$ cat src/rtl/scan_sequencer_param.sv
// Frame scan sequencer: on a trigger, walks a mux select through the enabled
// channel slots (slot 0 = RTC), pulsing shift/load per slot and a downstream reset at frame end.
module scan_sequencer_param #(
  parameter  int N_CH     = 16,
  parameter  int SLOT_LEN = 12,
  parameter  int CNT_W    = 4,
  parameter  int MISS_W   = 8,
  localparam int SEL_W    = $clog2(N_CH)
) (
  input  logic              clk,
  input  logic              reset,
  input  logic              ovf,
  input  logic              cont,
  input  logic              abort,
  input  logic [N_CH-1:0]   ch_mask,
  output logic [SEL_W-1:0]  selection,
  output logic              sl,
  output logic              rst,
  output logic              busy,
  output logic [CNT_W-1:0]  slot_cnt,
  output logic [MISS_W-1:0] miss_cnt,
  output logic [1:0]        o_dbg_state
);

  typedef enum logic [1:0] {
    S_IDLE  = 2'd0,
    S_SCAN  = 2'd1,
    S_FLUSH = 2'd2
  } state_t;

  state_t            r_state;
  state_t            w_state_nxt;
  logic [SEL_W-1:0]  r_sel;
  logic [SEL_W-1:0]  w_sel_nxt;
  logic [CNT_W-1:0]  r_slot_cnt;
  logic [CNT_W-1:0]  w_cnt_nxt;
  logic [N_CH-1:0]   r_mask;
  logic [N_CH-1:0]   w_mask_nxt;
  logic [MISS_W-1:0] r_miss_cnt;

  logic [SEL_W-1:0]  w_first_idx;
  logic              w_mask_nz;
  logic [SEL_W-1:0]  w_next_idx;
  logic              w_has_next;
  logic              w_slot_end;
  logic              w_miss_sat;

  // Lowest enabled slot of the incoming mask, used at every frame start.
  always_comb begin
    w_first_idx = '0;
    for (int i = N_CH - 1; i >= 0; i--) begin
      if (ch_mask[i]) w_first_idx = SEL_W'(i);
    end
  end

  assign w_mask_nz = |ch_mask;

  // Next enabled slot strictly above the current one in the latched mask.
  always_comb begin
    w_next_idx = '0;
    w_has_next = 1'b0;
    for (int i = N_CH - 1; i >= 0; i--) begin
      if (r_mask[i] && (SEL_W'(i) > r_sel)) begin
        w_next_idx = SEL_W'(i);
        w_has_next = 1'b1;
      end
    end
  end

  assign w_slot_end = (r_slot_cnt == CNT_W'(SLOT_LEN - 1));
  assign w_miss_sat = &r_miss_cnt;

  always_comb begin
    w_state_nxt = r_state;
    w_sel_nxt   = r_sel;
    w_cnt_nxt   = r_slot_cnt;
    w_mask_nxt  = r_mask;
    case (r_state)
      S_IDLE: begin
        w_sel_nxt = '0;
        w_cnt_nxt = '0;
        if (ovf) begin
          w_mask_nxt = ch_mask;
          if (w_mask_nz) begin
            w_state_nxt = S_SCAN;
            w_sel_nxt   = w_first_idx;
          end else begin
            w_state_nxt = S_FLUSH;
          end
        end
      end
      S_SCAN: begin
        // abort wins over the slot advance and keeps the current selection
        if (abort) begin
          w_state_nxt = S_FLUSH;
          w_cnt_nxt   = '0;
        end else if (w_slot_end) begin
          w_cnt_nxt = '0;
          if (w_has_next) w_sel_nxt = w_next_idx;
          else            w_state_nxt = S_FLUSH;
        end else begin
          w_cnt_nxt = r_slot_cnt + CNT_W'(1);
        end
      end
      S_FLUSH: begin
        w_cnt_nxt = '0;
        if (cont && !abort) begin
          w_mask_nxt = ch_mask;
          if (w_mask_nz) begin
            w_state_nxt = S_SCAN;
            w_sel_nxt   = w_first_idx;
          end else begin
            w_state_nxt = S_FLUSH;
          end
        end else begin
          w_state_nxt = S_IDLE;
          w_sel_nxt   = '0;
        end
      end
      default: begin
        w_state_nxt = S_IDLE;
        w_sel_nxt   = '0;
        w_cnt_nxt   = '0;
      end
    endcase
  end

  always_ff @(posedge clk) begin
    if (!reset) begin
      r_state    <= S_IDLE;
      r_sel      <= '0;
      r_slot_cnt <= '0;
      r_mask     <= '0;
      r_miss_cnt <= '0;
    end else begin
      r_state    <= w_state_nxt;
      r_sel      <= w_sel_nxt;
      r_slot_cnt <= w_cnt_nxt;
      r_mask     <= w_mask_nxt;
      if (ovf && (r_state != S_IDLE) && !w_miss_sat) r_miss_cnt <= r_miss_cnt + MISS_W'(1);
    end
  end

  assign selection   = r_sel;
  assign slot_cnt    = r_slot_cnt;
  assign sl          = (r_state == S_SCAN) && (r_slot_cnt == '0);
  assign rst         = (r_state == S_FLUSH);
  assign busy        = (r_state != S_IDLE);
  assign miss_cnt    = r_miss_cnt;
  assign o_dbg_state = r_state;

endmodule

$ cat config.mk
export PLATFORM = sky130hd
export DESIGN_NAME = scan_sequencer_param
export DESIGN_NICKNAME = d
export VERILOG_FILES = /design/src/rtl/scan_sequencer_param.sv
export SDC_FILE = /design/constraint.sdc
export NUM_CORES = 1
export LEC_CHECK = 0
export BUFFER_PORTS_ARGS = -buffer_cell sky130_fd_sc_hd__buf_4
export CORE_MARGIN = 2
export CORE_UTILIZATION = 49
export CTS_CLUSTER_SIZE = 25
export DETAILED_ROUTE_END_ITERATION = 7
export PLACE_DENSITY = 0.76
export SYNTH_ARGS = -nofsm -noshare
export SYNTH_HDL_FRONTEND = slang
export SYNTH_SLANG_ARGS = --single-unit
$ cat constraint.sdc
create_clock -name clk -period 1.9 [get_ports clk]
set_clock_uncertainty 0.05 [all_clocks]
set_input_delay 0.095 -clock clk [delete_from_list [all_inputs] [get_ports clk]]
set_output_delay 0.095 -clock clk [all_outputs]
set_load 0.01 [all_outputs]
After elaboration in Yosys (flattened, before gate mapping)
Cells that the tools add are included.
{ "totals": {"inputBits": 21, "out_inout_bits": 21, "register_bits": 34, "word_cells": 134} }
{ "classes": {"n_addsub": 2, "reduce_logical": 32, "n_lt_le_gt_ge": 16, "mux": 66, "eq_ne": 11, "bitwise_logic": 2} }
{ "op_table": {"columns": ["op", "n"], "rows": [
  ["$mux 4", 39],
  ["$gt 4x4->1 const A", 8],
  ["$mux 16", 2],
  ["$pmux 16 s2", 1],
  ["$logic_and 1x1->1", 20],
  ["$gt 3x4->1 const A", 4],
  ["$mux 1", 16],
  ["$reduce_or 16->1", 1],
  ["$mux 2", 6],
  ["$pmux 4 s3", 1],
  ["$ne 3x3->1 const B", 3],
  ["$add 8x1->8 const B", 1],
  ["$gt 1x4->1 const A", 2],
  ["$gt 2x4->1 const A", 2],
  ["$ne 2x2->1 const B", 4],
  ["$reduce_and 8->1", 1],
  ["$pmux 2 s3", 1],
  ["$reduce_and 3->1", 2],
  ["$add 4x1->4 const B", 1],
  ["$eq 4x4->1 const B", 1],
  ["$logic_not 4->1", 1],
  ["$reduce_and 4->1", 1],
  ["$reduce_bool 2->1", 2],
  ["$reduce_or 4->1", 1],
  ["other kinds (6)", 8]
]} }

Logic depth before layout (Yosys ltp)
Gate-level depths: netlist (run 1).
{ "depth": {"depth_word": 22, "depth_mapped": 9, "depth_no_buf": 7} }

Least setup slack after synthesis (run 1)
No wires, ideal clock.
{ "synth_path": {"kind": "reg2reg", "from": "reg r_state[1] (netlist: o_dbg_state[1])", "to": "reg r_mask[14]", "required_ps": 1722, "setup_time_ps": 128, "synth_period_minus_slack_ps": 2108, "stages_incl_launch_ff": 7, "setup_slack_ps": -208, "arrival_ps": 1930, "path_buffers": 2, "cell_sequence": "dfxtp_1 > clkbuf_1 > mux2_2 > nor2_1 > buf_4 > mux2i_1 > nor2_1"} }
{ "synth_between": {"elab_chain_len": 3, "elab_cells_between_ends": 7, "classes_between": "3 x eq/ne; 1 x mux; 3 x reduce/logical"} }
{ "synth_lines": {"columns": ["item", "line_no", "source"], "rows": [
  ["from (decl)", "31", "state_t r_state;"],
  ["from (signal assigned)", "136", "r_state <= w_state_nxt;"],
  ["$eq 2x2->1 / $logic_not 2->1 (equally long branches)", "78", "case (r_state)"],
  ["$ne 2x1->1 (no source line), or another cell as far along", null, null],
  ["$reduce_and 3->1 (no source line)", null, null],
  ["to (signal assigned)", "139", "r_mask <= w_mask_nxt;"],
  ["to (decl)", "37", "logic [N_CH-1:0] r_mask;"]
]} }
Parallel ways exist; a longest one is shown, timed or not.
A chain may end at the register's enable or synchronous reset.

Final worst setup path (run 1)
{ "layout_path": {"from": "reg r_sel[3] (netlist: selection[3])", "to": "reg r_state[1] (netlist: o_dbg_state[1])"} }
{ "layout_between": {"elab_chain_len": 20, "elab_cells_between_ends": 50, "classes_between": "16 x order compare; 1 x eq/ne; 16 x mux; 17 x reduce/logical"} }
{ "layout_lines": {"columns": ["item", "line_no", "source"], "rows": [
  ["from (decl)", "33", "logic [SEL_W-1:0] r_sel;"],
  ["from (signal assigned)", "137", "r_sel <= w_sel_nxt;"],
  ["$gt 4x4->1", "63", "if (r_mask[i] && (SEL_W'(i) > r_sel)) begin"],
  ["$logic_and 1x1->1", "63", null],
  ["$mux 1 (15 in series)", "63", null],
  ["$mux 1 (*)", "63", null],
  ["$ne 3x3->1 (no source line) (*)", null, null],
  ["$reduce_and 3->1 (no source line) (*)", null, null]
]} }
Every way passes the cells marked *; elsewhere a longest branch is shown, timed or not.

==> results of run 1 <==
==> cells in the mapped netlist (all sizes together), types with 6 or more instances <==
library cell / number
nor2: 41
dfxtp: 33
a21oi: 17
mux2i: 17
o21ai: 15
inv: 12
nand2: 10
buf: 7
nand3: 7
nand2b: 6
==> registers in the layout (all words and copies together), names as in the netlist <==
| signal | cells |
|---|---|
| o_dbg_state | 2 |
| selection | 4 |
| miss_cnt | 8 |
| slot_cnt | 4 |
| r_mask | 15 |
==> area by class of cell <==
class | instances | area, sq um
flip-flops and latches | 33 | 676.9
clock inverters | 1 | 30.03
repair buffers | 85 | 669.4
well taps | 50 | 62.56
clock buffers | 7 | 86.33
inverters | 13 | 48.80
fillers | 280 | 985.9
multi-input cells | 193 | 1411
==> final timing paths <==
check | endpoint | startpoint
worst min-delay path | r_mask[9]$_SDFFE_PN0P_ | ch_mask[9]
worst min register to register | slot_cnt[0]$_SDFF_PP0_ | slot_cnt[0]$_SDFF_PP0_
worst max-delay path | o_dbg_state[1]$_SDFFE_PN0P_ | selection[3]$_SDFFE_PN0P_
worst max register to register | o_dbg_state[1]$_SDFFE_PN0P_ | selection[3]$_SDFFE_PN0P_
==> cells by family after synthesis <==
group,after synthesis,synth area share (%)
AOI/OAI and AO/OA,67,22.77
adders and majority gates,3,1.872
muxes,18,9.045
buffers and inverters,25,5.614
and+or+nand+nor,98,24.70
xor gates and xnor gates,7,3.057
DFF,33,32.94
==> worst reg2reg max path, stage by stage (launching register included) <==
cell      delay (ps)
dfxtp_4          400
buf_4            120
a21boi_0          90
buf_4            170
o21ai_2          140
nand4_1          140
buf_4            170
or3_4            370
a21oi_4          140
o2111a_1         170
==> cells in the final DEF (no fill, tap or decap), drive strengths merged, types with 3 or more instances in the layout <==
cell and count:
a211oi 3, a21boi 5, a21oi 17, and3 4, buf 84, clkbuf 8
dfxtp 33, ha 3, inv 12, mux2i 17, nand2 10, nand2b 6
nand3 7, nand4 5, nor2 41, nor2b 5, nor3 4, nor4 4
o21ai 15, o31ai 3, or3 3, xor2 5
==> timing repair <==
action,in CTS,in global routing
setup buffers,6,7
resized for setup,15,36
setup endpoints to repair,6,6
pin swaps,3,20
==> through the flow <==
step           utilization [%]  hold WS (ps)  worst slack, ps  cells
6_report                 75.17         7.574           -94.48    382
5_1_grt                  75.17         19.48           -172.3    382
4_1_cts                  69.97         6.078           -30.59    376
3_5_place_dp             65.06         314.7           -94.59    362
3_3_place_gp             65.06         304.2           -38.91    362
2_1_floorplan                -         171.0           -6.986    251
==> where the power goes <==
| part | internal (uW) | switching, uW |
|---|---|---|
| registers | 739 | 63.8 |
| logic | 396 | 362 |
| clock network | 428 | 277 |
==> layer usage <==
metal | up-vias | track usage (%)
li1 | 1072 | -
met1 | 1041 | 32.86
met2 | 87 | 40.78
met3 | 15 | 6.250
met4 | 0 | 9.750
met5 | - | 0
==> impl_metrics.yaml, run 1 <==
synth:
  netlist_area_sq_um: 2006
  synth_edf_count: 0
  ys_types: 56
  synthArstFlopShare_pct: 0
  synth_nets: 275
  synth_area_leaders: "dfxtp_1 (33%), mux2i_1 (8.5%), nor2_1 (7.5%), a21oi_1 (3.7%), o21ai_0 (3.5%)"
  yosysWarningCount: 0
  synth_top_area_cell: "dfxtp_1"
  yosysSeqAreaShare_pct: 32.94
  synth_top_area_share_pct: 32.94
  synth_seq_cells: 33
  syn_avg_cell_area_sq_um: 7.991
  synthFlopType: "dfxtp_1"
  syn-instance-count: 251
global_route:
  track_usage_pct: 25.43
  grt_pass1_wl_microns: 8756
  grt_overflow: 0
  grt_max_degree: 17
  grt_pass1_vias: 1865
  antenna_found_initial: 0
worst_setup_path:
  r2r_cells: 9
  path_depth: 9
  crit_chain: "buf_4 > a21boi_0 > buf_4 > o21ai_2 > nand4_1 > buf_4 > or3_4 > a21oi_4 > o2111a_1"
  worstSetupPathType: "flop to flop"
  startpoint_type: "flop"
  critPathTopFamily: "compound AO/OA/AOI/OAI gates"
  cpPeakStageDelay_ps: 400
  end_kind: "flop"
  cp_slowest_cell: "dfxtp_4"
  cpMostUsedCell: "buf_4"
  reg2reg_slack_ps: -90
  cp_max_fo: 7
  crit_buf_inv: 3
  timing.critical_path.arrival_ps: 2190
  crit_required_ps: 2100
route:
  post_drt_wl_per_cell_microns: 15.84
  wirelength_microns: 6051
  first_pass_iters: 4
  wl_met1_microns: 2537
  routed-wl-met2_microns: 3037
  wl_met3_microns: 335
  highest_layer: "met4"
  vias: 2215
  antenna_left: 0
  drt_iter0_markers: 139
  drc_errors: 0
  vias_per_cell: 5.798
worst_hold_path:
  hold_path_class: "primary input to flop"
  holdPathStages: 3
timing:
  setup_tns_ps: -333.7
  finalCritPeriodShare_pct: 105.0
  period_needed_ps: 1994
  setup_ws_ps: -94.48
  tightest_slew_ps: 437.5
  finalHoldViolations: 0
  slew_viol_final: 0
  setup_viol: 6
  fmax_ghz: 0.5014
  relSlewSlack_pct: 70.47
  rsz0062_at_grt: "true"
clocking:
  cts_tree: "built"
  cts_sinks: 33
  clkTransAtPathRegs_ps: 70
  cts_buffers: 5
  root_buffer: "clkbuf_8"
  clk_latency_ps: 300
  cts_max_path_buffers: 2
  holdBufCountCts: 0
  htreeDepth: 2
run:
  timing.max_cap.violations: 0
outcome:
  violations: "setup timing"
  status: "finished, violations left"
pwr:
  p_leak_uw: 0.001274
  power_uw: 2264
  ir_drop_v: 0.0005901
  p_per_area_nw_per_um2: 758.5
die:
  dieWidth_microns: 67.98
  ios: 42
  start_util_pct: 50.50
  die_h_microns: 67.98
  dieArea_sq_um: 4621
  core_area_sq_um: 3971
  row_count: 23
cells_and_area:
  nets: 355
  syn_to_final_growth_pct: 48.85
  design_area_sq_um: 2985
  antenna_cells: 0
  drive_gt1_share_pct: 39.46
place:
  gp_congestion: 0.9483
  port_buffers: 41
  placed_cell_area_sq_um: 2584
  hpwlAfterDp_microns: 4054
Note: power is estimated with default switching activity, not from simulation.
==> run 2: changes to the inputs <==
--- a/config.mk
+++ b/config.mk
@@ -6,10 +6,12 @@
 export NUM_CORES = 1
 export LEC_CHECK = 0
 export BUFFER_PORTS_ARGS = -buffer_cell sky130_fd_sc_hd__buf_4
+export CORE_ASPECT_RATIO = 0.7
 export CORE_MARGIN = 2
 export CORE_UTILIZATION = 49
 export CTS_CLUSTER_SIZE = 25
 export DETAILED_ROUTE_END_ITERATION = 7
+export GPL_ROUTABILITY_DRIVEN = 0
 export PLACE_DENSITY = 0.76
 export SYNTH_ARGS = -nofsm -noshare
 export SYNTH_HDL_FRONTEND = slang
==> run 2 against run 1 <==
Compared with the run above:
- the run still ends with setup timing left
- sequential cell count stayed put
- clock-buffer cell count stayed put
- die area is 0.18% higher
- non-clock buffer count is 8 lower
- first-iteration DRC count is 47% higher
- worst hold slack better by 7.2 ps
- combinational power is 13% lower
- register-to-register slack worse by 60 ps
==> impl_metrics.yaml, run 2 (synthesized netlist as in run 1, its figures left out) <==
clocking:
  cts_sinks: 33
  cts_tree: "built"
  cts_buffers: 5
  clk_latency_ps: 290
  clkTransAtPathRegs_ps: 70
  cts_max_path_buffers: 2
  htreeDepth: 2
  root_buffer: "clkbuf_8"
  holdBufCountCts: 0
worst_setup_path:
  crit_buf_inv: 1
  rr_startpoint: "selection[0]$_SDFFE_PN0P_"
  path_depth: 7
  critical_path.endpoint: "o_dbg_state[1]$_SDFFE_PN0P_"
  crit_start: "selection[0]$_SDFFE_PN0P_"
  rr_endpoint: "o_dbg_state[1]$_SDFFE_PN0P_"
  r2r_cells: 7
  crit_required_ps: 2080
  cpPeakStageDelay_ps: 440
  cp_slowest_cell: "or3_4"
  critPathTopFamily: "compound AO/OA/AOI/OAI gates"
  worstSetupPathType: "flop to flop"
  cp_max_fo: 9
  reg2reg_slack_ps: -150
  end_kind: "flop"
  timing.critical_path.arrival_ps: 2240
  startpoint_type: "flop"
  crit_chain: "buf_4 > a21oi_1 > o22ai_1 > nand4_1 > or3_4 > a21oi_4 > o2111a_1"
timing:
  rsz0062_at_grt: "true"
  setup_viol: 5
  tightest_slew_ps: 525.2
  finalHoldViolations: 0
  fmax_ghz: 0.4872
  slew_viol_final: 0
  relSlewSlack_pct: 64.53
  period_needed_ps: 2052
  hold_ws_ps: 14.73
  setup_ws_ps: -152.4
  finalCritPeriodShare_pct: 108.0
route:
  first_pass_iters: 4
  vias: 2148
  antenna_left: 0
  post_drt_wl_per_cell_microns: 16.18
  wirelength_microns: 6083
  drc_errors: 0
  drt_iter0_markers: 204
  vias_per_cell: 5.713
global_route:
  grt_pass1_wl_microns: 9466
  top_usage_layer: "met1"
  grt_max_degree: 16
  grt_pass1_vias: 1919
  grt_overflow: 0
  antenna_found_initial: 0
  grtUsageMet2_pct: 37.74
  use_met3_pct: 6.487
  grt.met1_usage_pct: 40.88
  track_usage_pct: 26.78
outcome:
  status: "finished, violations left"
  violations: "setup timing"
cells_and_area:
  largest_reg_flops: 15
  regMostFlops: "r_mask"
  antenna_cells: 0
  final_cells: 376
  final_cell_mix: "buf_4 (75), nor2_1 (38), dfxtp_1 (28)"
  final_common_cell: "buf_4"
  nets: 347
  drive_gt1_share_pct: 33.33
  syn_to_final_growth_pct: 39.86
die:
  dieWidth_microns: 80.47
  dieArea_sq_um: 4629
  row_count: 19
  ios: 42
  die_h_microns: 57.53
  core_area_sq_um: 3923
  start_util_pct: 51.13
worst_hold_path:
  hold_path_class: "primary input to flop"
  holdPathStages: 3
  min-delay-start: "ch_mask[15]"
pwr:
  p_leak_uw: 0.001201
  p_per_area_nw_per_um2: 766.8
  ir_drop_v: 0.0004911
place:
  hpwlAfterDp_microns: 4400
  port_buffers: 41
  dp_cells: 365
run:
  timing.max_cap.violations: 0
==> run 2: area by class of cell <==
type	count	area (sq um)
Clock buffer	7	86.33
Clock inverter	1	30.03
Fill cell	313	1117
Inverter	13	48.80
Multi-Input combinational cell	193	1309
Sequential cell	33	671.9
Tap cell	52	65.06
Timing Repair Buffer	77	594.3
==> run 2: worst reg2reg max path: cells and delay by family, from the launching register on <==
family | cells | cell delay, ps
buffers and inverters | 1 | 170
and+or+nand+nor | 2 | 690
DFF | 1 | 390
AOI/OAI and AO/OA | 4 | 690
==> run 2: how the worst min path moves through the flow <==
stage / end / slack (ps)
after floorplan: selection[3]$_SDFFE_PN0P_ / 170
after global placement: r_mask[9]$_SDFFE_PN0P_ / 300
after detailed placement: r_mask[8]$_SDFFE_PN0P_ / 310
after CTS: r_mask[8]$_SDFFE_PN0P_ / 10
after global routing: r_mask[12]$_SDFFE_PN0P_ / 40
final: r_mask[15]$_SDFFE_PN0P_ / 10
==> run 2: power breakdown <==
group	total, uW	switching (uW)	internal [uW]	leakage, uW
registers	797	57.6	739	0.000272
clock network	697	269	428	0.0000585
logic	658	330	327	0.000870
total	2150	657	1490	0.00120
==> run 2: per-layer routing <==
metal / vias up / share of wire, %
met5: - / 0
met4: 0 / 1.4
met3: 11 / 7.2
met2: 76 / 42
met1: 1001 / 49
li1: 1060 / -
==> run 2: stage by stage <==
stage	setup TNS [ps]	utilization, %	total power, uW	area, sq um	setup slack [ps]
after floorplan	-6.986	-	1147	2036	-6.986
after global placement	-26.42	66.12	1380	2594	-26.42
after detailed placement	-157.3	66.12	1390	2594	-45.88
after CTS	-146.9	69.63	2090	2731	-60.21
after global routing	-952.3	71.52	2250	2805	-209.4
final	-498.4	71.52	2151	2805	-152.4
==> run 2: what timing repair did <==
action,in CTS,in global routing
gates resized for setup,6,15
endpoints found under the hold margin,0,0
pin swaps,2,9
buffers inserted,0,3
endpoints found under the setup margin,6,8
==> run 3: changes to the inputs <==
==> config.mk (replaced) <==
export PLATFORM = sky130hd
export DESIGN_NAME = scan_sequencer_param
export DESIGN_NICKNAME = d
export VERILOG_FILES = /design/src/rtl/scan_sequencer_param.sv
export SDC_FILE = /design/constraint.sdc
export NUM_CORES = 1
export LEC_CHECK = 0
export CORE_ASPECT_RATIO = 0.7
export CORE_MARGIN = 10
export CORE_UTILIZATION = 50
export CTS_CLUSTER_SIZE = 25
export DETAILED_ROUTE_END_ITERATION = 7
export DONT_BUFFER_PORTS = 1
export GPL_ROUTABILITY_DRIVEN = 0
export PLACE_DENSITY = 0.68
export SYNTH_ARGS = -nofsm -noshare
export SYNTH_HDL_FRONTEND = slang
export SYNTH_SLANG_ARGS = --single-unit
==> run 3 against run 2 <==
Compared with the run above:
- the run still ends with setup timing left
- largest cell class unchanged
- cell count fell by 6.4%
- largest power group unchanged
- design area fell by 3.6%
- critical path depth fell by 1
- wire length fell by 1.6%
- critical endpoint unchanged
- worst hold slack improved by 18 ps
- clock-buffer cell count did not move
- highest routed layer unchanged
==> impl_metrics.yaml, run 3 (synthesized netlist as in run 1, its figures left out) <==
outcome:
  status: "finished, violations left"
  violations: "setup timing"
clocking:
  htreeDepth: 2
  clk_latency_ps: 280
  cts_tree: "built"
  cts_buffers: 5
  cts_sinks: 33
  clkTransAtPathRegs_ps: 70
  cts_max_path_buffers: 2
  root_buffer: "clkbuf_8"
cells_and_area:
  drive_gt1_share_pct: 24.33
  area.sequential_sq_um: 673.1
  nets: 323
  nFillCells: 297
  final_cell_mix: "nor2_1 (38), buf_4 (36), dfxtp_1 (29)"
  largest_reg_flops: 15
  syn_to_final_growth_pct: 34.81
  final_common_cell: "nor2_1"
  antenna_cells: 0
  design_area_sq_um: 2704
  multi_input_area_sq_um: 1350
  final_cells: 352
  regMostFlops: "r_mask"
die:
  core_area_sq_um: 3899
  ios: 42
  dieWidth_microns: 95.70
  start_util_pct: 51.44
  dieArea_sq_um: 6985
  die_h_microns: 72.99
  row_count: 19
route:
  vias: 2064
  drt_iter0_markers: 178
  first_pass_iters: 4
  post_drt_wl_per_cell_microns: 17.01
  wirelength_microns: 5986
  vias_per_cell: 5.864
  drc_errors: 0
  antenna_left: 0
timing:
  setup_viol: 6
  fmax_ghz: 0.5043
  period_needed_ps: 1983
  setup_tns_ps: -296.4
  finalHoldViolations: 0
  setup_ws_ps: -83.00
  tightest_slew_ps: 638.9
  slew_viol_final: 0
  relSlewSlack_pct: 56.85
  rsz0062_at_grt: "true"
  finalCritPeriodShare_pct: 104.4
worst_setup_path:
  startpoint_type: "flop"
  crit_required_ps: 2080
  timing.critical_path.arrival_ps: 2160
  worstSetupPathType: "flop to flop"
  cp_max_fo: 8
  end_kind: "flop"
place:
  port_buffers: 0
  dp_cells: 325
  hpwlAfterDp_microns: 4413
  placed_cell_area_sq_um: 2293
run:
  timing.max_cap.violations: 0
pwr:
  p_leak_uw: 0.001082
  p_per_area_nw_per_um2: 780.4
  ir_drop_v: 0.0005970
global_route:
  antenna_found_initial: 0
  grt_max_degree: 18
  track_usage_pct: 17.01
  grt_pass1_vias: 1820
  grt_overflow: 0
  grt_pass1_wl_microns: 9459
worst_hold_path:
  hold_path_class: "primary input to flop"
==> run 3: layout make-up <==
class | count | share of cell area [%]
Multi-Input combinational cell | 193 | 49.93
Sequential cell | 33 | 24.90
Timing Repair Buffer | 53 | 16.66
Clock buffer | 7 | 3.193
Tap cell | 52 | 2.406
Inverter | 13 | 1.805
Clock inverter | 1 | 1.111
==> run 3: timing repair <==
item                                   in CTS  in global routing
hold buffers                               16                  0
endpoints found under the hold margin      22                  0
setup endpoints to repair                   6                  6
pin swaps                                   3                  6
setup buffers                               2                  1
gates resized for setup                     7                 21
==> run 3: power breakdown <==
group	switching, uW	total [uW]	internal [uW]
Combinational	299	617	318
Clock	262	690	428
Sequential	64.7	804	739
==> run 3: worst paths after layout <==
path | start | endpoint | slack (ps) | cells past startpoint
hold / removal | ch_mask[3] | selection[1]$_SDFFE_PN0P_ | 30 | 2
setup / recovery | selection[2]$_SDFFE_PN0P_ | o_dbg_state[1]$_SDFFE_PN0P_ | -80 | 6
setup reg to reg | selection[2]$_SDFFE_PN0P_ | o_dbg_state[1]$_SDFFE_PN0P_ | -80 | 6
hold reg to reg | r_mask[10]$_SDFFE_PN0P_ | r_mask[10]$_SDFFE_PN0P_ | 480 | 2
==> run 3: metal layers <==
layer | share of wire, % | vias to the layer above | GRT usage [%]
li1 | - | 1006 | -
met1 | 46 | 957 | 25.18
met2 | 41 | 94 | 23.09
met3 | 12 | 7 | 5.755
met4 | 0.77 | 0 | 2.936
met5 | 0 | - | 0
==> run 3: stage by stage <==
stage | util [%] | total power, uW | hold slack, ps | worst slack (ps)
2_1_floorplan | - | 1147 | 171.0 | -6.986
3_3_place_gp | 58.83 | 1314 | 178.8 | -44.98
3_5_place_dp | 58.83 | 1322 | 182.5 | -104.5
4_1_cts | 67.04 | 2054 | 16.68 | -49.85
5_1_grt | 69.35 | 2218 | 58.64 | -150.5
6_report | 69.35 | 2110 | 33.05 | -83.00
==> run 3: critical path: stages (launching register included) <==
cell      delay [ps]
dfxtp_4          420
nor2_4            60
and3_4           170
or4_4            530
or3_4            360
a21oi_4          140
o2111a_1         190
